## config.mk

```make
export PLATFORM = sky130hd
export DESIGN_NAME = tmr0_wdt_unit
export DESIGN_NICKNAME = d
export VERILOG_FILES = /design/src/rtl/tmr0_wdt_unit.sv
export SDC_FILE = /design/constraint.sdc
export NUM_CORES = 1
export LEC_CHECK = 0
export CAP_MARGIN = 10
export CORE_UTILIZATION = 40
export CTS_CLUSTER_DIAMETER = 100
export DETAILED_ROUTE_END_ITERATION = 6
export PLACE_DENSITY = 0.75
export SLEW_MARGIN = 20
export SYNTH_ARGS = -nofsm -noshare
export SYNTH_HDL_FRONTEND = slang
export SYNTH_SLANG_ARGS = --single-unit
```

## constraint.sdc

```tcl
create_clock -name clk -period 2.5 [get_ports clk]
set_clock_uncertainty 0.2 [all_clocks]
set_input_delay 0.375 -clock clk [delete_from_list [all_inputs] [get_ports clk]]
set_output_delay 0.375 -clock clk [all_outputs]
set_load 0.01 [all_outputs]
```

## src/rtl/tmr0_wdt_unit.sv

```systemverilog
// TMR0 / watchdog unit for the PIC16F5x-class core: TMR0 counter, shared prescaler, WDT base counter.
// Define TMR0_EXT_SYNC_EN to pass the T0CKI pin through a SYNC_STAGES-flop synchroniser.
module tmr0_wdt_unit #(
  parameter int TMR_W       = 8,
  parameter int PS_W        = 8,
  parameter int WDT_W       = 12,
  parameter int SYNC_STAGES = 2
) (
  input  logic                    clk,
  input  logic                    rst,
  input  logic                    cyc_tick,
  input  logic                    tmr0_inc,
  input  logic                    opt_t0cs,
  input  logic                    opt_t0se,
  input  logic                    opt_psa,
  input  logic [$clog2(PS_W)-1:0] opt_ps,
  input  logic                    tmr_we,
  input  logic [TMR_W-1:0]        tmr_wdata,
  input  logic                    clrwdt,
  input  logic                    wdt_en,
  output logic [TMR_W-1:0]        tmr_q,
  output logic                    tmr_ovf,
  output logic                    wdtmr
);

  localparam int SEL_W = $clog2(PS_W);

  if (SYNC_STAGES < 2) begin : g_sync_stages_check
    $error("tmr0_wdt_unit: SYNC_STAGES must be at least 2");
  end

  // ---------------------------------------------------------------------------
  // External clock pin: optional synchroniser, then a single edge-detect flop
  // ---------------------------------------------------------------------------
  logic ext_lvl;
  logic ext_prev;
  logic ext_edge;
  logic src_evt;

`ifdef TMR0_EXT_SYNC_EN
  logic [SYNC_STAGES-1:0] sync_q;

  // NOTE: sequential state always uses non-blocking (<=) so every flop samples pre-edge values.
  always_ff @(posedge clk or negedge rst) begin
    if (!rst) sync_q <= '0;
    else      sync_q <= {sync_q[SYNC_STAGES-2:0], tmr0_inc};
  end

  assign ext_lvl = sync_q[SYNC_STAGES-1];
`else
  assign ext_lvl = tmr0_inc;
`endif

  always_ff @(posedge clk or negedge rst) begin
    if (!rst) ext_prev <= 1'b0;
    else      ext_prev <= ext_lvl;
  end

  assign ext_edge = opt_t0se ? (ext_prev & ~ext_lvl) : (~ext_prev & ext_lvl);
  assign src_evt  = opt_t0cs ? ext_edge : cyc_tick;

  // ---------------------------------------------------------------------------
  // Write-inhibit sequencer: the two cycles after a TMR0 write drop increments
  // ---------------------------------------------------------------------------
  typedef enum logic [1:0] {
    INH_IDLE,
    INH_HOLD2,
    INH_HOLD1
  } inh_state_e;

  inh_state_e inh_state;
  inh_state_e inh_next;
  logic       inhibit;

  always_ff @(posedge clk or negedge rst) begin
    if (!rst) inh_state <= INH_IDLE;
    else      inh_state <= inh_next;
  end

  // NOTE: every always_comb output gets a default first, so no path can infer a latch.
  always_comb begin
    inh_next = inh_state;
    inhibit  = 1'b0;
    case (inh_state)
      INH_IDLE:  inh_next = INH_IDLE;
      INH_HOLD2: begin
        inhibit  = 1'b1;
        inh_next = INH_HOLD1;
      end
      INH_HOLD1: begin
        inhibit  = 1'b1;
        inh_next = INH_IDLE;
      end
      default:   inh_next = INH_IDLE;
    endcase
    if (tmr_we) inh_next = INH_HOLD2;
  end

  logic tmr_evt;
  assign tmr_evt = src_evt & ~inhibit;

  // ---------------------------------------------------------------------------
  // Configuration shadow: any OPTION change restarts the prescaler
  // ---------------------------------------------------------------------------
  logic             cfg_psa_q;
  logic [SEL_W-1:0] cfg_ps_q;
  logic             cfg_chg;

  always_ff @(posedge clk or negedge rst) begin
    if (!rst) begin
      cfg_psa_q <= 1'b0;
      cfg_ps_q  <= '0;
    end else begin
      cfg_psa_q <= opt_psa;
      cfg_ps_q  <= opt_ps;
    end
  end

  assign cfg_chg = (opt_psa != cfg_psa_q) || (opt_ps != cfg_ps_q);

  // ---------------------------------------------------------------------------
  // Watchdog base counter
  // ---------------------------------------------------------------------------
  logic [WDT_W-1:0] wdt_cnt;
  logic             wdt_wrap;

  assign wdt_wrap = wdt_en & (&wdt_cnt);

  always_ff @(posedge clk or negedge rst) begin
    if (!rst)        wdt_cnt <= '0;
    else if (clrwdt) wdt_cnt <= '0;
    else if (wdt_en) wdt_cnt <= wdt_cnt + 1'b1;
  end

  // ---------------------------------------------------------------------------
  // Shared prescaler
  // ---------------------------------------------------------------------------
  // Mask of the low (sel + extra) bits, saturating at the full prescaler width.
  function automatic logic [PS_W-1:0] low_mask(input logic [SEL_W-1:0] sel, input logic extra);
    logic [PS_W-1:0] m;
    int              n;
    m = '0;
    n = 32'(sel) + 32'(extra);
    for (int i = 0; i < PS_W; i++) begin
      if (i < n) m[i] = 1'b1;
    end
    return m;
  endfunction

  logic [PS_W-1:0] ps_cnt;
  logic [PS_W-1:0] ps_inc;
  logic [PS_W-1:0] ps_mask;
  logic            ps_clr;
  logic            ps_adv;
  logic            ps_fire;

  // TMR0 divides by 2^(opt_ps+1); the watchdog divides by 2^opt_ps.
  assign ps_mask = low_mask(opt_ps, ~opt_psa);
  assign ps_inc  = ps_cnt + 1'b1;
  assign ps_clr  = cfg_chg | (tmr_we & ~opt_psa) | (clrwdt & opt_psa);
  assign ps_adv  = opt_psa ? (wdt_wrap & ~clrwdt) : tmr_evt;
  assign ps_fire = ps_adv & ~ps_clr & ((ps_inc & ps_mask) == '0);

  always_ff @(posedge clk or negedge rst) begin
    if (!rst)        ps_cnt <= '0;
    else if (ps_clr) ps_cnt <= '0;
    else if (ps_adv) ps_cnt <= ps_inc;
  end

  // ---------------------------------------------------------------------------
  // TMR0 register and output pulses
  // ---------------------------------------------------------------------------
  logic tmr_inc;
  logic wdt_fire;

  assign tmr_inc  = opt_psa ? tmr_evt : ps_fire;
  assign wdt_fire = opt_psa ? ps_fire : (wdt_wrap & ~clrwdt);

  always_ff @(posedge clk or negedge rst) begin
    if (!rst) begin
      tmr_q   <= '0;
      tmr_ovf <= 1'b0;
    end else if (tmr_we) begin
      tmr_q   <= tmr_wdata;
      tmr_ovf <= 1'b0;
    end else if (tmr_inc) begin
      tmr_q   <= tmr_q + 1'b1;
      tmr_ovf <= &tmr_q;
    end else begin
      tmr_ovf <= 1'b0;
    end
  end

  always_ff @(posedge clk or negedge rst) begin
    if (!rst) wdtmr <= 1'b0;
    else      wdtmr <= wdt_fire;
  end

endmodule

```

# [Yosys cells after proc, flatten, opt, wreduce, memory -nomap -nowiden]
# Index checks and enable logic that the tools add are counted.
[classes] n_addsub=4 magnitude_cmp=8 n_eq_ne=4 n_mux=24 bitwise=18 reduce_logical=8
[ops] op="$mux W8" count=4
[ops] op="$mux W12" count=2
[ops] op="$add A8 B1 Y8 const B" count=2
[ops] op="$lt A3 B4 Y1 const A" count=4
[ops] op="$mux W1" count=16
[ops] op="$add A12 B1 Y12 const B" count=1
[ops] op="$reduce_and A12 Y1" count=1
[ops] op="$and A1 B1 Y1" count=9
[ops] op="$and A8 B8 Y8" count=1
[ops] op="$logic_not A8 Y1" count=1
[ops] op="$lt A1 B4 Y1 const A" count=2
[ops] op="$lt A2 B4 Y1 const A" count=2
[ops] op="$reduce_and A8 Y1" count=1
[ops] op="$not A1 Y1" count=6
[ops] op="$reduce_bool A2 Y1" count=3
[ops] op="$add A3 B1 Y4" count=1
[ops] op="$mux W2" count=2
[ops] op="$ne A3 B3 Y1" count=1
[ops] op="$eq A2 B1 Y1 const B" count=1
[ops] op="$eq A2 B2 Y1 const B" count=1
[ops] op="$or A1 B1 Y1" count=2
[ops] op="$reduce_or A2 Y1" count=1
[ops] op="$logic_or A1 B1 Y1" count=1
[ops] op="$ne A1 B1 Y1" count=1
[word_totals] reg_bits=37 input_bits=21 out_inout_bits=10 wordCells=75

# [Depth between registers and ports, before layout]
# Gate-level depths: netlist of the first run.
[logic_depth] word_depth=11 mapped_depth=11 depth_no_buf=10

# [Worst setup path after synthesis of the first run]
# Ideal clock, no wire load.
[synth_timing] kind="input -> register" startpoint="input port opt_psa" endpoint="register tmr_q[1]" setup_ns=0.121 t_arrival_ns=2.305 t_required_ns=2.179 slack_ns=-0.126 cell_stages=10 n_path_buf=1 cell_sequence="inv_1 -> ha_1 -> ha_1 -> maj3_1 -> o22ai_1 -> o2111ai_1 -> o21ai_2 -> buf_6 -> a21boi_0 -> o22a_1"
[synth_between] elab_chain_len=9 word_cells_on_any_way=32 classes_between="1 x add/sub; 8 x order compare; 1 x eq/ne; 10 x mux; 9 x bitwise; 3 x reduce/logical"
[synth_rtl] element="from (decl)" line_no="15" rtl="input logic opt_psa,"
[synth_rtl] element="$not A1 Y1 / $ne A1 B1 Y1 (equally long branches)" line_no="158, 160, 119"
[synth_rtl] element="$add A3 B1 Y4, or another cell as far along" line_no="143" rtl="n = 32'(sel) + 32'(extra);"
[synth_rtl] element="$lt A1 B4 Y1, or another cell as far along" line_no="145" rtl="if (i < n) m[i] = 1'b1;"
[synth_rtl] element="$mux W1 / $or A1 B1 Y1 (equally long branches)" line_no="145, 160"
[synth_rtl] element="$and A8 B8 Y8 / $not A1 Y1 (equally long branches)" line_no="162" rtl="assign ps_fire = ps_adv & ~ps_clr & ((ps_inc & ps_mask) == '0);"
[synth_rtl] element="$logic_not A8 Y1 / $and A1 B1 Y1 (equally long branches)" line_no="162"
[synth_rtl] element="$and A1 B1 Y1" line_no="162"
[synth_rtl] element="$mux W1 *" line_no="176" rtl="assign tmr_inc = opt_psa ? tmr_evt : ps_fire;"
[synth_rtl] element="$reduce_bool A2 Y1 (no line) *"
[synth_rtl] element="to (signal assigned)" line_no="184" rtl="tmr_q <= tmr_wdata;"
[synth_rtl] element="to (signal assigned)" line_no="187" rtl="tmr_q <= tmr_q + 1'b1;"
[synth_rtl] element="to (decl)" line_no="21" rtl="output logic [TMR_W-1:0] tmr_q,"
# Mark *: on every way between the ends. The rest lies on a longest branch, timed or not.
# A chain may end at the register's enable or synchronous reset.

# [Worst setup path after layout of the first run]
[layout_timing] startpoint="input port tmr0_inc" endpoint="register tmr_q[7]"
[layout_between] elab_chain_len=10 word_cells_on_any_way=11 classes_between="4 x mux; 6 x bitwise; 1 x reduce/logical"
[layout_rtl] element="from (decl)" line_no="12" rtl="input logic tmr0_inc,"
[layout_rtl] element="$not A1 Y1" line_no="59" rtl="assign ext_edge = opt_t0se ? (ext_prev & ~ext_lvl) : (~ext_prev & ext_lvl);"
[layout_rtl] element="$and A1 B1 Y1" line_no="59"
[layout_rtl] element="$mux W1 *" line_no="59"
[layout_rtl] element="$mux W1 *" line_no="60" rtl="assign src_evt = opt_t0cs ? ext_edge : cyc_tick;"
[layout_rtl] element="$and A1 B1 Y1 *" line_no="100" rtl="assign tmr_evt = src_evt & ~inhibit;"
[layout_rtl] element="$mux W1" line_no="161" rtl="assign ps_adv = opt_psa ? (wdt_wrap & ~clrwdt) : tmr_evt;"
[layout_rtl] element="$and A1 B1 Y1 (2 in a row)" line_no="162"
[layout_rtl] element="$mux W1 *" line_no="176"
[layout_rtl] element="$reduce_bool A2 Y1 (no line) *"
# Marked as above.

==> flow_metrics.tcl, run 1 <==
set metrics [dict create \
    critical_path.top_delay_family "simple AND/OR/NAND/NOR gates" \
    numCtsBuffers 5 \
    synth_xor_area_share_pct 9.50 \
    crit_path_top_delay_cell "clkdlybuf4s50_1" \
    synth_fa_ha_area_share_pct 4.55 \
    critPathRequiredTime_ps 2450 \
    use_met2_pct 32.3 \
    rows 26 \
    drive_gt1_share_pct 24.3 \
    syn2layout_area_growth_pct 37.1 \
    die_width_um 74.8 \
    async_flop_share_pct 100 \
    clk_latency_ps 290 \
    period_share_pct 97.2 \
    portBuffers 30 \
    grt_pass1_wl_mm 7.78 \
    viasPerCell 5.25 \
    drt_first_pass_iters 4 \
    dp_cells 334 \
    die_y_um 74.8 \
    relSlewSlack_pct 43.6 \
    synth_flop_cell "dfrtp_1" \
    synth-simple-area-share_pct 23.1 \
    synth_compound_area_share_pct 13.7 \
    vdd_drop_max_mv 0.244 \
    num_vias 1817 \
    rsz0062_at_grt "true" \
    dieArea_um2 5590 \
    drt.antenna.violating_nets 0 \
    crit_fanout 6 \
    p_per_area_nw_per_um2 516 \
    worstSetupPathType "in2reg" \
    hp-class "in2async" \
    max_freq_ghz 0.411 \
    drc 0 \
    slowest_delay_ps 470 \
    grt_usage_pct 18.5 \
    synth_edf_count 0 \
    syn-num-nets 248 \
    gp_congestion 0.851 \
    status "finished with violations" \
    final.min_clock_period_ps 2430 \
    violations "negative hold slack" \
    cap_viol_max_count 0 \
    r2r-start "ps_cnt[0]" \
    finalMaxSlewViolations 0 \
    seq_area_frac_synth_pct 43.7 \
    fin_util_pct 56.9 \
    postSynthCellCount 221 \
    antenna_found_initial 0 \
    final_nets 302 \
    syn_area_um2 2120 \
    p_leak_nw 1.19 \
    pin_count 31 \
    holdWs_ps -11.5 \
    root_buffer "clkbuf_8" \
    r2r-end "tmr_q[2]" \
    crit_buf_inv 1 \
    htreeDepth 2 \
    antenna_cells 0 \
    cts_buffer_depth 2 \
    muxShareOfSynthArea_pct 1.12 \
    grtUsageMet1_pct 22.4 \
    synth_cell_types 53 \
    totalWireLength_mm 4.95 \
    wl_per_cell_um 14.3 \
    grt_max_degree 38 \
    tightest_slew_ps 846 \
    hold_buffers 0 \
    post-dp-hpwl_mm 3.46 \
    clk_pin_slew_worst_paths_ps 80 \
    ys_ff_latch 37 \
    use_met3_pct 4.15 \
    worstSetupStartpointType "input pin" \
    yosysWarnings 0 \
    core-area_um2 5110 \
    clock-sinks 37 \
    synth.avg_cell_area_um2 9.59 \
    crit_chain "clkdlybuf4s50_1, or3b_2, a311oi_4, and4_1, a41o_2, a31oi_1" \
    hold_viol_final 27 \
    first_global_vias 1737 \
    end_kind "flip-flop" \
    critical_path.startpoint "tmr0_inc" \
    final_cell_count_no_fill 346 \
    initial_utilization_pct 41.5 \
    overflow 0 \
    cts_tree "done" \
    finalSetupViolCount 0 \
    synth_top_family_by_area "simple AND/OR/NAND/NOR gates" \
    rrSetupSlack_ps 90 \
    critPathArrivalTime_ps 2380 \
    reg2reg_depth 10 \
    busiest_layer "met2" \
    drt-initial-drc-count 99 \
]
-- through the flow --
stage / instance area [um^2] / power [mW] / setup WS [ps] / TNS (ps)
after floorplan: 2150 / 0.757 / 17.2 / 0
after global placement: 2660 / 0.869 / -533 / -5850
after detailed placement: 2660 / 0.877 / -615 / -6940
after CTS: 2790 / 1.49 / 20.2 / 0
after global routing: 2910 / 1.56 / -58.5 / -128
final: 2910 / 1.50 / 69.3 / 0
-- repair_timing --
action | in CTS | in global routing
buffers inserted | 0 | 3
gates cloned | 0 | 1
setup endpoints to repair | 10 | 10
pin swaps | 2 | 6
endpoints found under the hold margin | 0 | 0
resized for setup | 4 | 19
-- placed cells by master (no fill, tap or decap), types with 4 or more instances in the layout --
cell type / netlist / final
dfrtp_1: 37 / 37
nor2_1: 28 / 26
clkdlybuf4s50_1: 0 / 26
buf_4: 0 / 21
xnor2_1: 16 / 16
inv_1: 15 / 14
nand3_1: 13 / 13
nand2_1: 12 / 12
nand4_1: 9 / 9
xor2_1: 7 / 7
a21oi_1: 8 / 5
nor3_1: 5 / 5
clkbuf_8: 0 / 5
or3_1: 4 / 4
a31oi_1: 4 / 4
o21ai_0: 4 / 4
ha_1: 6 / 4
-- registers in the layout, indices dropped and copies added (netlist names) --
register and cells:
cfg_ps_q 3, inh_state 2, wdt_cnt 12, ps_cnt 8, ext_prev 1, tmr_ovf 1
cfg_psa_q 1, tmr_q 8, wdtmr 1
-- cell usage after synthesis, types with 3 or more instances --
master | n | area (um^2)
a211o_2 | 3 | 30.0
a21oi_1 | 8 | 40.0
a31oi_1 | 4 | 25.0
and2_1 | 3 | 18.8
clkbuf_1 | 4 | 15.0
dfrtp_1 | 37 | 926
ha_1 | 6 | 75.1
inv_1 | 15 | 56.3
nand2_1 | 12 | 45.0
nand3_1 | 13 | 65.1
nand4_1 | 9 | 56.3
nor2_1 | 28 | 105
nor3_1 | 5 | 25.0
o21ai_0 | 4 | 20.0
or3_1 | 4 | 25.0
xnor2_1 | 16 | 140
xor2_1 | 7 | 61.3
-- worst max-delay path by stage --
stage                          end  slack, ps  cells after the start
final                     tmr_q[7]         70                      6
after floorplan            tmr_ovf         20                     10
after CTS                 tmr_q[7]         20                     11
after global routing      tmr_q[7]        -60                     10
after global placement    tmr_q[6]       -530                     11
after detailed placement  tmr_q[7]       -620                     11
-- layout make-up --
type | count | area (um^2)
Clock buffer | 5 | 68.8
Clock inverter | 3 | 65.1
Fill cell | 460 | 2200
Inverter | 15 | 60.1
Multi-Input combinational cell | 162 | 1200
Sequential cell | 37 | 926
Tap cell | 70 | 87.6
Timing Repair Buffer | 54 | 498
-- per-layer routing --
| metal | part of all wire [%] | vias to the layer above | wire (um) |
|---|---|---|---|
| met4 | 2.4 | 0 | 117 |
| met3 | 2.6 | 12 | 127 |
| met2 | 51 | 30 | 2510 |
| li1 | - | 888 | - |
| met1 | 44 | 887 | 2190 |
| met5 | 0 | - | 0 |
-- power breakdown --
part	internal, mW	switching, mW
sequential	0.620	0.0211
combinational	0.128	0.116
clock	0.396	0.219
total	1.14	0.356
-- cells by family (layout without fill, tap and decap cells) --
group           Yosys count  in the layout
xor+xnor                 23             23
mux                       2              2
buf+inv                  22             77
fa+ha+maj                 8              8
flops                    37             37
compound gates           37             37
simple gates             92             92
Note: power is estimated with default switching activity, not from simulation.
==> run 2: changes to the inputs <==
--- a/config.mk
+++ b/config.mk
@@ -5,7 +5,6 @@
 export SDC_FILE = /design/constraint.sdc
 export NUM_CORES = 1
 export LEC_CHECK = 0
-export CAP_MARGIN = 10
 export CORE_UTILIZATION = 40
 export CTS_CLUSTER_DIAMETER = 100
 export DETAILED_ROUTE_END_ITERATION = 6
==> results of run 2 <==
Same layout as run 1: the final DEF is identical, and so are final timing and power.
